===== src/rtl/hcsr04_distance.sv =====
// HC-SR04 echo conditioning: 4-sample moving average, cycles->cm divide, clamp, BCD.
// Fixed 35-cycle latency from accepted strobe to o_valid; strobes while busy are dropped.
module hcsr04_distance #(
  parameter int T_CLK          = 10,
  parameter int CNT_PER_CM     = 58000 / T_CLK,
  parameter int TIMEOUT_COUNTS = 3_799_998,
  parameter int RANGE_MAX_CM   = 400
) (
  input  logic        i_clk,
  input  logic        i_rst_n,
  input  logic [21:0] i_echo_time,
  input  logic        i_echo_valid,
  output logic        o_busy,
  output logic [9:0]  o_dist_cm,
  output logic [11:0] o_dist_bcd,
  output logic        o_out_of_range,
  output logic        o_valid
);

  localparam logic [21:0] TIMEOUT_L = 22'(TIMEOUT_COUNTS);
  localparam logic [22:0] DIVISOR   = 23'(CNT_PER_CM);
  localparam logic [21:0] MAX_L     = 22'(RANGE_MAX_CM);
  localparam logic [4:0]  DIV_LAST  = 5'd21;
  localparam logic [4:0]  BCD_LAST  = 5'd9;

  typedef enum logic [2:0] {IDLE, ACCUM, DIV, CLAMP, BCD, DONE} state_t;

  state_t      state_q, state_d;
  logic [4:0]  cnt_q, cnt_d;
  logic [21:0] sample_q;
  logic [21:0] win_q [4];
  logic [21:0] win_d [4];
  logic        filled_q;
  logic        oor_q;
  logic [22:0] rem_q;
  logic [21:0] quo_q;
  logic [9:0]  value_q;
  logic [9:0]  shift_q;
  logic [11:0] bcd_q;
  logic        busy_q;
  logic [9:0]  dist_q;
  logic [11:0] dist_bcd_q;
  logic        oor_out_q;
  logic        valid_q;

  logic        accept, do_accum, do_div, do_clamp, do_bcd, bcd_last, in_done;

  // ---------------- state register ----------------
  always_ff @(posedge i_clk or negedge i_rst_n) begin
    if (!i_rst_n) begin
      state_q <= IDLE;
      cnt_q   <= '0;
    end else begin
      state_q <= state_d;
      cnt_q   <= cnt_d;
    end
  end

  // ---------------- next-state logic ----------------
  always_comb begin
    state_d = state_q;
    unique case (state_q)
      IDLE:    if (i_echo_valid) state_d = ACCUM;
      ACCUM:   state_d = DIV;
      DIV:     if (cnt_q == DIV_LAST) state_d = CLAMP;
      CLAMP:   state_d = BCD;
      BCD:     if (cnt_q == BCD_LAST) state_d = DONE;
      DONE:    state_d = IDLE;
      default: state_d = IDLE;
    endcase
  end

  // ---------------- control decode ----------------
  always_comb begin
    accept   = (state_q == IDLE) && i_echo_valid;
    do_accum = (state_q == ACCUM);
    do_div   = (state_q == DIV);
    do_clamp = (state_q == CLAMP);
    do_bcd   = (state_q == BCD);
    bcd_last = do_bcd && (cnt_q == BCD_LAST);
    in_done  = (state_q == DONE);
    cnt_d    = (state_d != state_q) ? 5'd0 : cnt_q + 5'd1;
  end

  // ---------------- datapath combinational ----------------
  logic        sample_oor;
  logic [23:0] win_sum;
  logic [21:0] avg;
  logic [22:0] trial;
  logic        trial_ge;
  logic        clamp;
  logic [9:0]  clamp_val;
  logic [11:0] bcd_adj;
  logic [11:0] bcd_next;

  function automatic logic [3:0] add3(input logic [3:0] n);
    return (n >= 4'd5) ? n + 4'd3 : n;
  endfunction

  always_comb begin
    sample_oor = (sample_q >= TIMEOUT_L);
    for (int i = 0; i < 4; i++) win_d[i] = win_q[i];
    if (do_accum && !sample_oor) begin
      if (!filled_q) begin
        for (int i = 0; i < 4; i++) win_d[i] = sample_q;
      end else begin
        win_d[0] = win_q[1];
        win_d[1] = win_q[2];
        win_d[2] = win_q[3];
        win_d[3] = sample_q;
      end
    end
    win_sum = {2'b00, win_d[0]} + {2'b00, win_d[1]} + {2'b00, win_d[2]} + {2'b00, win_d[3]};
    // A timeout before any valid sample has nothing to average.
    avg = (sample_oor && !filled_q) ? 22'd0 : win_sum[23:2];

    trial    = {rem_q[21:0], quo_q[21]};
    trial_ge = (trial >= DIVISOR);

    clamp     = (quo_q > MAX_L) || oor_q;
    clamp_val = clamp ? MAX_L[9:0] : quo_q[9:0];

    bcd_adj  = {add3(bcd_q[11:8]), add3(bcd_q[7:4]), add3(bcd_q[3:0])};
    bcd_next = {bcd_adj[10:0], shift_q[9]};
  end

  // ---------------- datapath registers ----------------
  always_ff @(posedge i_clk or negedge i_rst_n) begin
    if (!i_rst_n) begin
      sample_q   <= '0;
      for (int i = 0; i < 4; i++) win_q[i] <= '0;
      filled_q   <= 1'b0;
      oor_q      <= 1'b0;
      rem_q      <= '0;
      quo_q      <= '0;
      value_q    <= '0;
      shift_q    <= '0;
      bcd_q      <= '0;
      busy_q     <= 1'b0;
      dist_q     <= '0;
      dist_bcd_q <= '0;
      oor_out_q  <= 1'b0;
      valid_q    <= 1'b0;
    end else begin
      valid_q <= 1'b0;
      if (accept) begin
        sample_q <= i_echo_time;
        busy_q   <= 1'b1;
      end
      if (do_accum) begin
        for (int i = 0; i < 4; i++) win_q[i] <= win_d[i];
        if (!sample_oor) filled_q <= 1'b1;
        oor_q <= sample_oor;
        quo_q <= avg;
        rem_q <= '0;
      end
      if (do_div) begin
        rem_q <= trial_ge ? (trial - DIVISOR) : trial;
        quo_q <= {quo_q[20:0], trial_ge};
      end
      if (do_clamp) begin
        value_q <= clamp_val;
        shift_q <= clamp_val;
        oor_q   <= clamp;
        bcd_q   <= '0;
      end
      if (do_bcd) begin
        bcd_q   <= bcd_next;
        shift_q <= {shift_q[8:0], 1'b0};
      end
      // Outputs land on the edge into DONE so o_valid is high during DONE.
      if (bcd_last) begin
        dist_q     <= value_q;
        dist_bcd_q <= bcd_next;
        oor_out_q  <= oor_q;
        valid_q    <= 1'b1;
      end
      if (in_done) busy_q <= 1'b0;
    end
  end

  assign o_busy         = busy_q;
  assign o_dist_cm      = dist_q;
  assign o_dist_bcd     = dist_bcd_q;
  assign o_out_of_range = oor_out_q;
  assign o_valid        = valid_q;

endmodule


===== config.mk =====
export PLATFORM = sky130hd
export DESIGN_NAME = hcsr04_distance
export DESIGN_NICKNAME = d
export VERILOG_FILES = /design/src/rtl/hcsr04_distance.sv
export SDC_FILE = /design/constraint.sdc
export NUM_CORES = 1
export LEC_CHECK = 0
export BUFFER_PORTS_ARGS = -buffer_cell sky130_fd_sc_hd__buf_2
export CAP_MARGIN = 25
export CORE_UTILIZATION = 35
export DETAILED_ROUTE_END_ITERATION = 16
export GPL_ROUTABILITY_DRIVEN = 1
export PLACE_DENSITY = 0.53
export SETUP_SLACK_MARGIN = 0.05
export SYNTH_ARGS = -nofsm -noshare
export SYNTH_HDL_FRONTEND = slang
export SYNTH_SLANG_ARGS = --single-unit

===== constraint.sdc =====
create_clock -name i_clk -period 10 [get_ports i_clk]
set_input_delay 0 -clock i_clk [delete_from_list [all_inputs] [get_ports i_clk]]
set_output_delay 0 -clock i_clk [all_outputs]
set_load 0.01 [all_outputs]

### Yosys cells after proc, flatten, opt, wreduce, memory -nomap -nowiden

Cells that the tools add are included.

| operators by class | value |
|---|---|
| add/sub/neg operators | 8 |
| magnitude comparators | 6 |
| eq/ne operators | 8 |
| mux-type cells | 26 |
| bitwise operators | 1 |
| reduce and logical (&&, ||, !) cells | 13 |

Operators by type and width:

| cell | count |
|---|---|
| $mux W88 | 2 |
| $mux W22 | 6 |
| $mux W10 | 3 |
| $add A23 B22 Y24 | 1 |
| $add A24 B22 Y24 | 1 |
| $mux W12 | 2 |
| $add A22 B22 Y23 | 1 |
| $ge A23 B13 Y1 const B | 1 |
| $ge A22 B22 Y1 const B | 1 |
| $gt A22 B9 Y1 const B | 1 |
| $sub A22 B13 Y22 const B | 1 |
| $pmux W3 S5 | 1 |
| $ge A4 B3 Y1 const B | 3 |
| $mux W3 | 4 |
| $add A4 B2 Y4 const B | 2 |
| $mux W4 | 2 |
| $reduce_bool A2 Y1 | 4 |
| $eq A3 B2 Y1 const B | 2 |
| $eq A3 B3 Y1 const B | 2 |
| $add A5 B1 Y5 const B | 1 |
| $eq A5 B4 Y1 const B | 1 |
| $eq A5 B5 Y1 const B | 1 |
| $mux W1 | 5 |
| $mux W5 | 1 |
| 9 further kinds | 13 |

| word-level totals | value |
|---|---|
| bits in registers | 221 |
| bits of input ports | 25 |
| output and inout port bits | 25 |

### Longest topological paths before layout

| depth | value |
|---|---|
| depth after elaboration | 10 |
| gate-level depth with buffers | 23 |
| depth with buffers taken out | 20 |

### Least setup slack after synthesis

No wires, ideal clock.

| timing path | value |
|---|---|
| kind | register to register |
| start | register sample_q[20] |
| end | register quo_q[19] |
| arrival time | 5066 ps |
| data required time | 9866 ps |
| path slack | 4800 ps |
| stages on the path, launching flop included | 23 |
| path buffers | 3 |
| period minus slack after synthesis | 5200 ps |
| cell sequence | dfrtp_1 nand3_2 o41ai_2 a211oi_2 nand2_1 buf_2 buf_2 buf_2 mux2_2 fa_1 inv_1 fa_1 inv_1 fa_1 a21o_1 a21o_1 a21oi_1 o21bai_1 a21oi_1 a31oi_1 a31oi_1 xor2_1 o21ai_0 |

RTL lines:

| what | RTL line | source |
|---|---|---|
| start: declaration | 30 | `logic [21:0] sample_q;` |
| start signal: assignment | 147 | `sample_q <= i_echo_time;` |
| end signal: assignment | 154 | `quo_q <= avg;` |
| end signal: assignment | 159 | `quo_q <= {quo_q[20:0], trial_ge};` |
| end: declaration | 36 | `logic [21:0] quo_q;` |

==> qor.csv <==
metric,value,unit
fin_area,14200,um2
setup_tns,0,ps
met2_length,11.6,mm
postSynthCellCount,1276,
clock.fmax,164,MHz
area_growth_syn_to_layout,15.2,%
start_util,35.6,%
drive_gt1_share,14.0,%
ys_ff_latch,221,
yosysTopAreaCellShare,44.9,%
clk_latency,540,ps
startpoint_type,flop,
seq_area_frac_synth,44.9,%
end_kind,flop,
cts_buffers,28,
crit_type,flop to flop,
synth_cell_types,64,
ys.flop_type,dfrtp_1,
routedWlPerCell,14.6,um
crit_chain,nand4_1 > nor4_2 > a211oi_2 > nand2_4 > buf_4 > mux2_2 > fa_1 > inv_1 > fa_1 > inv_1 > ha_1 > a21o_1 > a21oi_1 > inv_1 > a21oi_1 > o21bai_1 > a2111oi_0 > a21oi_1 > xnor2_1 > o21ai_0,
fin_crit,6100,ps
drv_cap,0,
diodes,0,
grt_pass1_vias,8800,
dr_total_vias,8905,
row_count,68,
routed.top_layer,met4,
status,completed,
drc,0,
core-area,34600,um2
viasPerCell,4.94,
crit_buf_inv,4,
place_area,13000,um2
port_buffers,49,
reg2reg_depth,20,
cpMaxStageDelayCell,buf_4,
finalHoldViolations,0,
critical_path_required,10410,ps
dieArea,36000,um2
dr.pass1.iters,4,
ant_nets,0,
synth_nets,1375,
slew_viol_final,0,
gp_congestion,0.771,
cts_tree,done,
synth-edff-count,0,
worstPathArrival,6510,ps
die_w,190,um
path_clk_slew,60,ps
grt_first_pass_wirelength,44.6,mm
fin_nets,1427,
fin_skew,17.4,ps
min_path_type,input pin to asynchronous set/reset pin,
synthArstFlopShare,100,%
r2r_end,quo_q[18],
dr.first_iter.drc_count,375,
relSlewSlack,36.9,%
boundaryPins,50,
grt_overflow,0,
htreeDepth,1,
synth_area_leaders,"dfrtp_1 45%, fa_1 7.1%, mux2_2 6.4%",
grt_max_degree,101,
yosysTopAreaCell,dfrtp_1,
synth.avg_cell_area,9.66,um2
syn_area,12300,um2
dpl.hpwl,17.8,mm
clock_path_buffers,3,
period_share,61.0,%
worst_pin_slew,943,ps
route.met3.wl,847,um
die_y,190,um
totalWireLength,26.3,mm
slowest_delay,710,ps
worstReg2RegStart,sample_q[11],
ys_warn_count,0,
rsz0062_at_grt,false,
r2r_slack,3900,ps
clock-sinks,221,
grtUsageTotal,15.1,%
met1_length,13.4,mm
fillers,3426,
crit_path_max_fanout,88,
path_delay_family,compound AO/OA/AOI/OAI gates,
antenna_found_initial,0,
cts-root-buf,clkbuf_16,
setup_viol,0,
-- worst max-delay path by stage --
stage,startpoint,endpoint,slack (ps),depth (start not counted)
finish,sample_q[11],quo_q[18],3900,20
CTS,sample_q[15],quo_q[18],3860,20
detailed placement,sample_q[15],quo_q[18],3860,20
global placement,sample_q[13],quo_q[18],3980,20
global route,sample_q[13],quo_q[18],3240,20
floorplan,sample_q[20],quo_q[19],4800,22
-- cells in the final DEF (no fill, tap or decap), types with 29 or more instances in the layout --
cell type,count
nor2_1,39
a21oi_1,103
fa_1,44
buf_2,48
dfrtp_1,220
mux2_2,70
clkbuf_16,29
inv_1,116
o21ai_0,157
nand2_1,182
ha_1,30
-- what timing repair did --
item	in CTS	in global routing
buffers inserted	0	0
hold buffers	24	0
resized for setup	0	0
endpoints found under the hold margin	122	0
-- metrics by stage --
stage               std cells  hold slack (ps)  util, %  setup WS, ps
finish                   1804             74.9     41.0          3900
global route             1804              128     41.0          3240
CTS                      1804              106     41.0          3860
detailed placement       1729             99.8     37.6          3860
global placement         1729              103     37.6          3980
floorplan                1276             -296        -          4800
-- sequential cells by signal, summed over array words and instances (netlist names), 3 cells and up --
register	cells
bcd_q	12
cnt_q	5
o_dist_bcd	12
o_dist_cm	10
quo_q	22
rem_q	22
sample_q	22
shift_q	10
state_q	3
value_q	10
win_q	88
-- area by class of cell --
| cell class | count | area (um2) | area share (%) |
|---|---|---|---|
| clock buffers | 47 | 873 | 6.15 |
| clock inverters | 4 | 73.8 | 0.520 |
| inverters | 117 | 439 | 3.09 |
| multi-input cells | 875 | 6120 | 43.1 |
| flip-flops and latches | 221 | 5530 | 39.0 |
| well taps | 455 | 569 | 4.01 |
| repair buffers | 85 | 586 | 4.13 |
-- cell usage after synthesis, types with 24 or more instances --
cell and instances:
dfrtp_1 221, nand2_1 183, o21ai_0 157, inv_1 116, a21oi_1 103, mux2_2 70
clkbuf_1 48, fa_1 44, nor2_1 40, ha_1 30, nor2b_1 28, a22oi_1 24
-- layer usage --
metal | track usage (%) | vias up
li1 | - | 4479
met2 | 23.6 | 107
met4 | 3.63 | 0
met3 | 2.38 | 36
met5 | 0 | -
met1 | 21.8 | 4283
-- logic make-up (layout without fill, tap and decap cells) --
family / count (synthesis) / after routing / synth area share, %
XOR/XNOR: 44 / 44 / 3.13
AND/OR/NAND/NOR: 314 / 314 / 11.7
flip-flops: 221 / 221 / 44.9
AO/OA/AOI/OAI: 367 / 367 / 17.6
multiplexers: 76 / 76 / 6.88
adder cells (fa/ha/maj): 74 / 74 / 10.2
buffers and inverters: 180 / 253 / 5.55
Power is left out: the tool's default activity adds up to more than one toggle a clock period on the data nets, which glitch-free logic cannot reach.
